### src/rtl/st7735_pkg.sv
// Shared definitions for the ST7735 panel driver: command opcodes, FSM
// states, init-ROM entry layout, init-ROM contents and colour-bar palette.
package st7735_pkg;

  localparam logic [7:0] CMD_SWRESET = 8'h01;
  localparam logic [7:0] CMD_SLPOUT  = 8'h11;
  localparam logic [7:0] CMD_COLMOD  = 8'h3A;
  localparam logic [7:0] CMD_MADCTL  = 8'h36;
  localparam logic [7:0] CMD_DISPON  = 8'h29;
  localparam logic [7:0] CMD_CASET   = 8'h2A;
  localparam logic [7:0] CMD_RASET   = 8'h2B;
  localparam logic [7:0] CMD_RAMWR   = 8'h2C;

  typedef enum logic [1:0] {HW_RESET, WAIT, INIT, FRAME} state_t;

  // is_delay: hold off DELAY_CYCLES after this byte has been shifted out
  typedef struct packed {
    logic       is_data;
    logic       is_delay;
    logic [7:0] byte_val;
  } rom_entry_t;

  localparam int INIT_LEN = 7;

  localparam logic [15:0] COLOR_WHITE   = 16'hFFFF;
  localparam logic [15:0] COLOR_YELLOW  = 16'hFFE0;
  localparam logic [15:0] COLOR_CYAN    = 16'h07FF;
  localparam logic [15:0] COLOR_GREEN   = 16'h07E0;
  localparam logic [15:0] COLOR_MAGENTA = 16'hF81F;
  localparam logic [15:0] COLOR_RED     = 16'hF800;
  localparam logic [15:0] COLOR_BLUE    = 16'h001F;
  localparam logic [15:0] COLOR_BLACK   = 16'h0000;

  // Index 0 is the leftmost bar
  localparam logic [7:0][15:0] BAR_COLORS = {
    COLOR_BLACK, COLOR_BLUE, COLOR_RED, COLOR_MAGENTA,
    COLOR_GREEN, COLOR_CYAN, COLOR_YELLOW, COLOR_WHITE
  };

  function automatic rom_entry_t init_rom(input logic [2:0] idx);
    case (idx)
      3'd0:    return '{is_data: 1'b0, is_delay: 1'b1, byte_val: CMD_SWRESET};
      3'd1:    return '{is_data: 1'b0, is_delay: 1'b1, byte_val: CMD_SLPOUT};
      3'd2:    return '{is_data: 1'b0, is_delay: 1'b0, byte_val: CMD_COLMOD};
      3'd3:    return '{is_data: 1'b1, is_delay: 1'b0, byte_val: 8'h05};
      3'd4:    return '{is_data: 1'b0, is_delay: 1'b0, byte_val: CMD_MADCTL};
      3'd5:    return '{is_data: 1'b1, is_delay: 1'b0, byte_val: 8'h00};
      3'd6:    return '{is_data: 1'b0, is_delay: 1'b0, byte_val: CMD_DISPON};
      default: return '{is_data: 1'b0, is_delay: 1'b0, byte_val: 8'h00};
    endcase
  endfunction

endpackage

### src/rtl/st7735_if.sv
// Panel-side pin bundle of the ST7735 driver (RESX plus 4-wire SPI).
interface st7735_if;
  logic reset;
  logic spi_cs;
  logic spi_dc;
  logic spi_clk;
  logic spi_mosi;

  modport master (output reset, spi_cs, spi_dc, spi_clk, spi_mosi);
  modport slave  (input  reset, spi_cs, spi_dc, spi_clk, spi_mosi);
endinterface

### src/rtl/st7735_spi_tx.sv
// SPI mode-0 byte serializer. A byte occupies 17*CLK_DIV clk cycles:
// 16 half-periods with CS low (8 SCK pulses, low phase first) followed by
// CLK_DIV cycles of CS high. A new start is accepted in the last gap cycle
// so back-to-back bytes keep that exact period.
module st7735_spi_tx #(
  parameter int CLK_DIV = 2
) (
  input  logic       clk,
  input  logic       rst,
  input  logic       start,
  input  logic [7:0] tx_byte,
  input  logic       dc,
  output logic       busy,
  output logic       done,
  output logic       spi_cs,
  output logic       spi_dc,
  output logic       spi_clk,
  output logic       spi_mosi
);

  logic        active;
  logic [4:0]  half;
  logic [15:0] div;
  logic [7:0]  shreg;
  logic        cs_q, dc_q, sck_q, mosi_q;
  logic        div_end;

  assign div_end  = (div == 16'(CLK_DIV - 1));
  assign done     = active && (half == 5'd16) && div_end;
  assign busy     = active && !done;
  assign spi_cs   = cs_q;
  assign spi_dc   = dc_q;
  assign spi_clk  = sck_q;
  assign spi_mosi = mosi_q;

  // Half-period sequencer: SCK follows half parity, MOSI shifts on SCK fall
  always_ff @(posedge clk or posedge rst) begin
    if (rst) begin
      active <= 1'b0;
      half   <= '0;
      div    <= '0;
      shreg  <= '0;
      cs_q   <= 1'b1;
      dc_q   <= 1'b0;
      sck_q  <= 1'b0;
      mosi_q <= 1'b0;
    end else if (start && !busy) begin
      active <= 1'b1;
      half   <= '0;
      div    <= '0;
      shreg  <= {tx_byte[6:0], 1'b0};
      mosi_q <= tx_byte[7];
      dc_q   <= dc;
      cs_q   <= 1'b0;
      sck_q  <= 1'b0;
    end else if (active) begin
      if (div_end) begin
        div <= '0;
        if (half == 5'd16) begin
          active <= 1'b0;
          half   <= '0;
        end else begin
          half <= half + 5'd1;
          if (half == 5'd15) begin
            sck_q <= 1'b0;
            cs_q  <= 1'b1;
          end else begin
            sck_q <= ~half[0];
            if (half[0]) begin
              mosi_q <= shreg[7];
              shreg  <= {shreg[6:0], 1'b0};
            end
          end
        end
      end else begin
        div <= div + 16'd1;
      end
    end
  end

endmodule

### src/rtl/st7735.sv
// ST7735 128x160 TFT driver: panel reset pulse, init command ROM, then an
// endless stream of RGB565 frames. Define ST7735_COLORBAR_EN for 8 vertical
// colour bars; otherwise every pixel is solid blue.
module st7735 #(
  parameter int CLK_DIV      = 2,
  parameter int RESET_CYCLES = 1000,
  parameter int DELAY_CYCLES = 2000,
  parameter int WIDTH        = 128,
  parameter int HEIGHT       = 160
) (
  input  logic clk,
  input  logic rst,
  st7735_if.master bus
);
  import st7735_pkg::*;

`ifdef ST7735_COLORBAR_EN
  localparam bit BARS_EN = 1'b1;
`else
  localparam bit BARS_EN = 1'b0;
`endif

  localparam int BAR_W = (WIDTH / 8 > 0) ? WIDTH / 8 : 1;

  function automatic logic [15:0] pixel_color(input logic [7:0] col);
    int bar;
    bar = int'(col) / BAR_W;
    if (bar > 7) bar = 7;
    return BARS_EN ? BAR_COLORS[bar[2:0]] : COLOR_BLUE;
  endfunction

  // Address-window header as {dc, byte}; idx 10 is RAMWR
  function automatic logic [8:0] frame_hdr(input logic [3:0] idx);
    case (idx)
      4'd0:    return {1'b0, CMD_CASET};
      4'd4:    return {1'b1, 8'(WIDTH - 1)};
      4'd5:    return {1'b0, CMD_RASET};
      4'd9:    return {1'b1, 8'(HEIGHT - 1)};
      4'd10:   return {1'b0, CMD_RAMWR};
      default: return {1'b1, 8'h00};
    endcase
  endfunction

  state_t     state;
  logic [31:0] cnt;
  logic       reset_q;
  logic [2:0] rom_idx;
  logic [3:0] hdr_idx;
  logic [7:0] x, y;
  logic       in_pix, pix_lo, dly_arm, dly_run;
  logic       tx_valid, tx_dc, tx_delay;
  logic [7:0] tx_byte;
  logic       tx_busy, tx_done, accept;
  rom_entry_t rom_cur, rom_nxt;
  logic [8:0] hdr_nxt;
  logic [15:0] col_cur, col_nxt, col_first;

  assign rom_cur   = init_rom(rom_idx);
  assign rom_nxt   = init_rom(rom_idx + 3'd1);
  assign hdr_nxt   = frame_hdr(hdr_idx + 4'd1);
  assign col_cur   = pixel_color(x);
  assign col_nxt   = pixel_color(x + 8'd1);
  assign col_first = pixel_color(8'd0);
  assign accept    = tx_valid && !tx_busy;
  assign bus.reset = reset_q;

  st7735_spi_tx #(.CLK_DIV(CLK_DIV)) u_tx (
    .clk      (clk),
    .rst      (rst),
    .start    (tx_valid),
    .tx_byte  (tx_byte),
    .dc       (tx_dc),
    .busy     (tx_busy),
    .done     (tx_done),
    .spi_cs   (bus.spi_cs),
    .spi_dc   (bus.spi_dc),
    .spi_clk  (bus.spi_clk),
    .spi_mosi (bus.spi_mosi)
  );

  // Sequencer: stages the next byte into tx_* each time the serializer takes one
  always_ff @(posedge clk or posedge rst) begin
    if (rst) begin
      state    <= HW_RESET;
      cnt      <= '0;
      reset_q  <= 1'b0;
      rom_idx  <= '0;
      hdr_idx  <= '0;
      x        <= '0;
      y        <= '0;
      in_pix   <= 1'b0;
      pix_lo   <= 1'b0;
      dly_arm  <= 1'b0;
      dly_run  <= 1'b0;
      tx_valid <= 1'b0;
      tx_dc    <= 1'b0;
      tx_delay <= 1'b0;
      tx_byte  <= '0;
    end else begin
      case (state)
        HW_RESET: begin
          if (cnt == 32'(RESET_CYCLES - 1)) begin
            cnt     <= '0;
            reset_q <= 1'b1;
            state   <= WAIT;
          end else begin
            cnt <= cnt + 32'd1;
          end
        end
        WAIT: begin
          if (cnt == 32'(DELAY_CYCLES - 1)) begin
            cnt      <= '0;
            state    <= INIT;
            tx_valid <= 1'b1;
            {tx_dc, tx_delay, tx_byte} <= rom_cur;
          end else begin
            cnt <= cnt + 32'd1;
          end
        end
        INIT: begin
          if (dly_run) begin
            if (cnt == 32'(DELAY_CYCLES - 1)) begin
              cnt      <= '0;
              dly_run  <= 1'b0;
              tx_valid <= 1'b1;
              {tx_dc, tx_delay, tx_byte} <= rom_cur;
            end else begin
              cnt <= cnt + 32'd1;
            end
          end else if (dly_arm) begin
            // Delay counts from the end of the byte, not from its launch
            if (tx_done) begin
              dly_arm <= 1'b0;
              dly_run <= 1'b1;
              cnt     <= '0;
            end
          end else if (accept) begin
            if (rom_idx == 3'(INIT_LEN - 1)) begin
              state    <= FRAME;
              hdr_idx  <= '0;
              in_pix   <= 1'b0;
              tx_delay <= 1'b0;
              {tx_dc, tx_byte} <= frame_hdr(4'd0);
            end else if (tx_delay) begin
              tx_valid <= 1'b0;
              dly_arm  <= 1'b1;
              rom_idx  <= rom_idx + 3'd1;
            end else begin
              rom_idx <= rom_idx + 3'd1;
              {tx_dc, tx_delay, tx_byte} <= rom_nxt;
            end
          end
        end
        FRAME: begin
          if (accept) begin
            if (!in_pix) begin
              if (hdr_idx == 4'd10) begin
                in_pix  <= 1'b1;
                pix_lo  <= 1'b0;
                x       <= '0;
                y       <= '0;
                tx_dc   <= 1'b1;
                tx_byte <= col_first[15:8];
              end else begin
                hdr_idx <= hdr_idx + 4'd1;
                {tx_dc, tx_byte} <= hdr_nxt;
              end
            end else if (!pix_lo) begin
              pix_lo  <= 1'b1;
              tx_byte <= col_cur[7:0];
            end else begin
              pix_lo <= 1'b0;
              if (x == 8'(WIDTH - 1)) begin
                x <= '0;
                if (y == 8'(HEIGHT - 1)) begin
                  y       <= '0;
                  in_pix  <= 1'b0;
                  hdr_idx <= '0;
                  {tx_dc, tx_byte} <= frame_hdr(4'd0);
                end else begin
                  y       <= y + 8'd1;
                  tx_byte <= col_first[15:8];
                end
              end else begin
                x       <= x + 8'd1;
                tx_byte <= col_nxt[15:8];
              end
            end
          end
        end
        default: state <= HW_RESET;
      endcase
    end
  end

endmodule

### src/flat_wrapper.sv
// flat-port wrapper written by rule: the top's interface ports become plain ports
module st7735_flat import st7735_pkg::*;
#(
  parameter int CLK_DIV      = 2,
  parameter int RESET_CYCLES = 1000,
  parameter int DELAY_CYCLES = 2000,
  parameter int WIDTH        = 128,
  parameter int HEIGHT       = 160
)
  (clk, rst, bus_reset, bus_spi_cs, bus_spi_dc, bus_spi_clk, bus_spi_mosi);
  st7735_if bus_i ();
  input  logic clk;
  input  logic rst;
  output wire logic [$bits(bus_i.reset)-1:0] bus_reset;
  output wire logic [$bits(bus_i.spi_cs)-1:0] bus_spi_cs;
  output wire logic [$bits(bus_i.spi_dc)-1:0] bus_spi_dc;
  output wire logic [$bits(bus_i.spi_clk)-1:0] bus_spi_clk;
  output wire logic [$bits(bus_i.spi_mosi)-1:0] bus_spi_mosi;
  assign bus_reset = bus_i.reset;
  assign bus_spi_cs = bus_i.spi_cs;
  assign bus_spi_dc = bus_i.spi_dc;
  assign bus_spi_clk = bus_i.spi_clk;
  assign bus_spi_mosi = bus_i.spi_mosi;
  st7735 #(.CLK_DIV(CLK_DIV), .RESET_CYCLES(RESET_CYCLES), .DELAY_CYCLES(DELAY_CYCLES), .WIDTH(WIDTH), .HEIGHT(HEIGHT)) u_core (.clk(clk), .rst(rst), .bus(bus_i));
endmodule
### config.mk
export PLATFORM = sky130hd
export DESIGN_NAME = st7735_flat
export DESIGN_NICKNAME = d
export VERILOG_FILES = /design/src/rtl/st7735_pkg.sv /design/src/rtl/st7735_if.sv /design/src/rtl/st7735_spi_tx.sv /design/src/rtl/st7735.sv /design/src/flat_wrapper.sv
export SDC_FILE = /design/constraint.sdc
export NUM_CORES = 1
export LEC_CHECK = 0
export CORE_MARGIN = 4
export CORE_UTILIZATION = 45
export CTS_CLUSTER_DIAMETER = 120
export DETAILED_ROUTE_END_ITERATION = 10
export PLACE_DENSITY = 0.72
export SLEW_MARGIN = 30
export SYNTH_ARGS = -nofsm -noshare
export SYNTH_HDL_FRONTEND = slang
export SYNTH_SLANG_ARGS = --single-unit
### constraint.sdc
create_clock -name clk -period 4.95 [get_ports clk]
set_clock_uncertainty 0.1 [all_clocks]
set_input_delay 0.99 -clock clk [delete_from_list [all_inputs] [get_ports clk]]
set_output_delay 0.99 -clock clk [all_outputs]
set_load 0.01 [all_outputs]
==> metrics.md <==
| Metric | Value |
|---|---|
| Result of the run | complete, no violations |
| TritonCTS clock tree | yes |
| Top post-synthesis cells by count | 105 x dfrtp_1, 78 x nand2_1, 58 x nor2_1, 47 x nand3_1, 43 x o21ai_0 |
| Worst slew pin tran | slightly below 900 ps |
| Synth async-reset ratio | 1.00 |
| Worst skew pair latency | ~350 ps |
| Crit. End Element | flip-flop |
| Peak supply drop | 179 uV |
| Port bufs | 6 |
| Syn_nets | 740 |
| Antenna Nets Post-Route | 0 |
| Global-route wire length before repair | around 24000 um |
| Hold-fix buffers at CTS | 0 |
| Final period util | 0.661 |
| H-tree levels | 3 |
| Placed cells | 873 |
| Clock Tree Root | clkbuf_16 |
| GR Util All Layers | 0.180 |
| Sequential Area | 0.00265 mm^2 |
| Syn avg cell area | 9.00 um^2 |
| Layout net count | 734 |
| Area grow syn2layout | 7.78% |
| TritonRoute pass-1 iters | 5 |
| Max-Cap Viols | 0 |
| WP data required | 5080 ps |
| Vias per inst | approximately 6.0 |
| YS warnings | 0 |
| Finished Layout Cells | 888 |
| Routed length per instance | ~16 um |
| CTS clk-pin slew, worst paths | 60 ps |
| Synthesized flop and latch total | 106 |
| Die area | 0.0162 mm^2 |
| Leading area contributor after synthesis | dfrtp_1 |
| Hold crit path type | reg2reg |
| DP HPWL | 9960 um |
| Setup bufs post-CTS | 0 |
| Routed wire length | 14100 um |
| CP Buf/Inv Count | 1 |
| P_leak | 0.00301 uW |
| CP Class | reg2reg |
| Final Slew Violations | 0 |
| Cts bufs inserted | 9 |
| # diodes | 0 |
| Post-CTS resize count | 0 |
| Overflow after GRT | 0 |
| Die Ht | 127 um |
| Die W | 127 um |
| Largest net degree at the start of global routing | 55 |
| Cell area after synthesis | between 0.006 and 0.007 mm^2 |
| Top delay family on crit path | simple AND/OR/NAND/NOR gates |
| Most frequent cell after synthesis | dfrtp_1 |
| Routed vias | 5318 |
| Worst path cell trace | inv_1 -> ha_1 -> nor4b_1 -> and4_1 -> nand4_1 -> a21oi_1 -> nand2_1 -> a22o_1 |
| Largest stage delay, worst path | 740 ps |
| Core area | 0.0139 mm^2 |
| IO Pins | 7 |
| Post-synthesis cell type count | 68 |
| Layout fillers | 1286 |
| Final Setup Violations | 0 |
| RSZ-0062 raised after global routing | no |
| Final min period | roughly 3300 ps |
| EDFF count, synth | 0 |
| Multi-input logic area | 0.00354 mm^2 |
| Setup TNS Final | 0 ps |
| Relative slew slack | 0.408 |
| Most used DFF post-synth | dfrtp_1 |
| CP max FO | 15 |
| Power Dens Cells | 232 mW/mm^2 |
| Max Freq | approximately 310 MHz |
| Startpoint types | flip-flop |
| Largest cells by area after synthesis | dfrtp_1 41%, ha_1 5.5%, nand2_1 4.6% |
| DRC violations left | 0 |
| Fin util | 0.496 |
| Vias in the first global route | 5163 |
| Mapped Cells | 710 |
| Initial Util | 0.460 |
| Clock sinks | roughly 110 |
| Top cell type's share of synthesized area | 0.411 |
| Seq/Total Area, Yosys | 0.415 |
| Site Rows | between 40 and 50 |
| Final hold violations | 0 |
| Final Wtd Congestion | 0.868 |
| Crit path max-delay cell type | a21oi_1 |
| CTS Buffer Depth | 2 |
| Antenna violations before repair | 0 |
| Share of cells above drive strength 1 | 0.0480 |
| CP arrival | 3400 ps |
| DRT iter0 DRCs | 433 |
placed cells by master, fill, tap and decap left out, types with 4 or more instances in the layout:
master,netlist,routed
o21ai_0,43,43
or2_1,4,4
o211ai_1,4,4
mux2i_1,16,16
o21ai_1,21,21
dfrtp_1,105,105
o22ai_1,5,5
a21o_1,12,12
and3_1,14,14
xor2_1,12,12
a31oi_1,4,4
nand4_1,15,15
mux2_2,5,5
clkdlybuf4s50_1,0,6
and2_1,10,10
nand3_1,47,47
ha_1,28,28
a21oi_1,26,25
clkbuf_16,0,9
a21boi_0,5,5
buf_4,2,4
nand2_1,78,78
nor3_1,15,15
nor4_1,7,7
o31ai_1,7,7
xnor2_1,8,8
inv_1,22,21
and4_1,6,6
o311ai_1,8,8
nor2b_1,8,8
a22o_1,20,20
nand2b_1,8,8
nor2_1,58,58
worst register-to-register path, delay by kind of cell, from the launching register on:
family | cells | cell delay, ps
buf+inv | 1 | 80
fa+ha+maj | 1 | 150
flops | 1 | 400
simple gates | 4 | 1360
compound gates | 2 | 1070
cells by family after synthesis:
kind of cell | synth area share
buf+inv | 0.0315
xor+xnor | 0.0274
flops | 0.415
fa+ha+maj | 0.0548
simple gates | 0.241
mux | 0.0374
compound gates | 0.193
worst paths after layout:
kind,startpoint,endpoint,slack [ps],cells past startpoint
worst max-delay path,u_core.u_tx.div[1],u_core.tx_byte[2],1680,8
worst min-delay path,u_core.bus.reset,u_core.bus.reset,380,1
worst max register to register,u_core.u_tx.div[1],u_core.tx_byte[2],1680,8
worst min register to register,u_core.bus.reset,u_core.bus.reset,380,1
max in group asynchronous,rst,u_core.tx_byte[6],2950,3
min in group asynchronous,rst,u_core.u_tx.div[13],850,2
report_power, final:
part           total, uW  internal (uW)  switching [uW]
Clock                711            402             308
Combinational       18.5           1.88            16.6
Sequential           866            866               0
Total               1600           1270             325
final cells by class:
type,instances,share of cell area
multi-input combinational,555,0.515
sequential,106,0.385
clock buffer,12,0.0358
tap,180,0.0327
timing repair buffer,10,0.0131
inverter,22,0.0124
clock inverter,3,0.00582
sequential cells by signal, summed over array words and instances (netlist names), 2 cells and up:
| register | cells |
|---|---|
| u_core.tx_byte | 8 |
| u_core.x | 8 |
| u_core.rom_idx | 3 |
| u_core.u_tx.div | 16 |
| u_core.hdr_idx | 4 |
| u_core.u_tx.half | 5 |
| u_core.state | 2 |
| u_core.u_tx.shreg | 7 |
| u_core.y | 8 |
| u_core.cnt | 32 |
routing by layer:
metal / up-vias / global-route usage / wire length [um]
li1: 2575 / - / -
met1: 2596 / 0.241 / 6740
met2: 126 / 0.298 / 6670
met3: 21 / 0.0309 / 463
met4: 0 / 0.0606 / 235
met5: - / 0 / 0
metrics by stage:
step	hold slack [ps]	instance area (um^2)	total power, uW	setup slack [ps]
6_report	377	6880	1600	1680
5_1_grt	399	6880	1650	1350
3_5_place_dp	352	6590	902	1700
2_1_floorplan	338	6390	895	1070
4_1_cts	380	6880	1610	1680
3_3_place_gp	361	6590	902	1770
No activity file was read; power rests on OpenSTA's default activity.
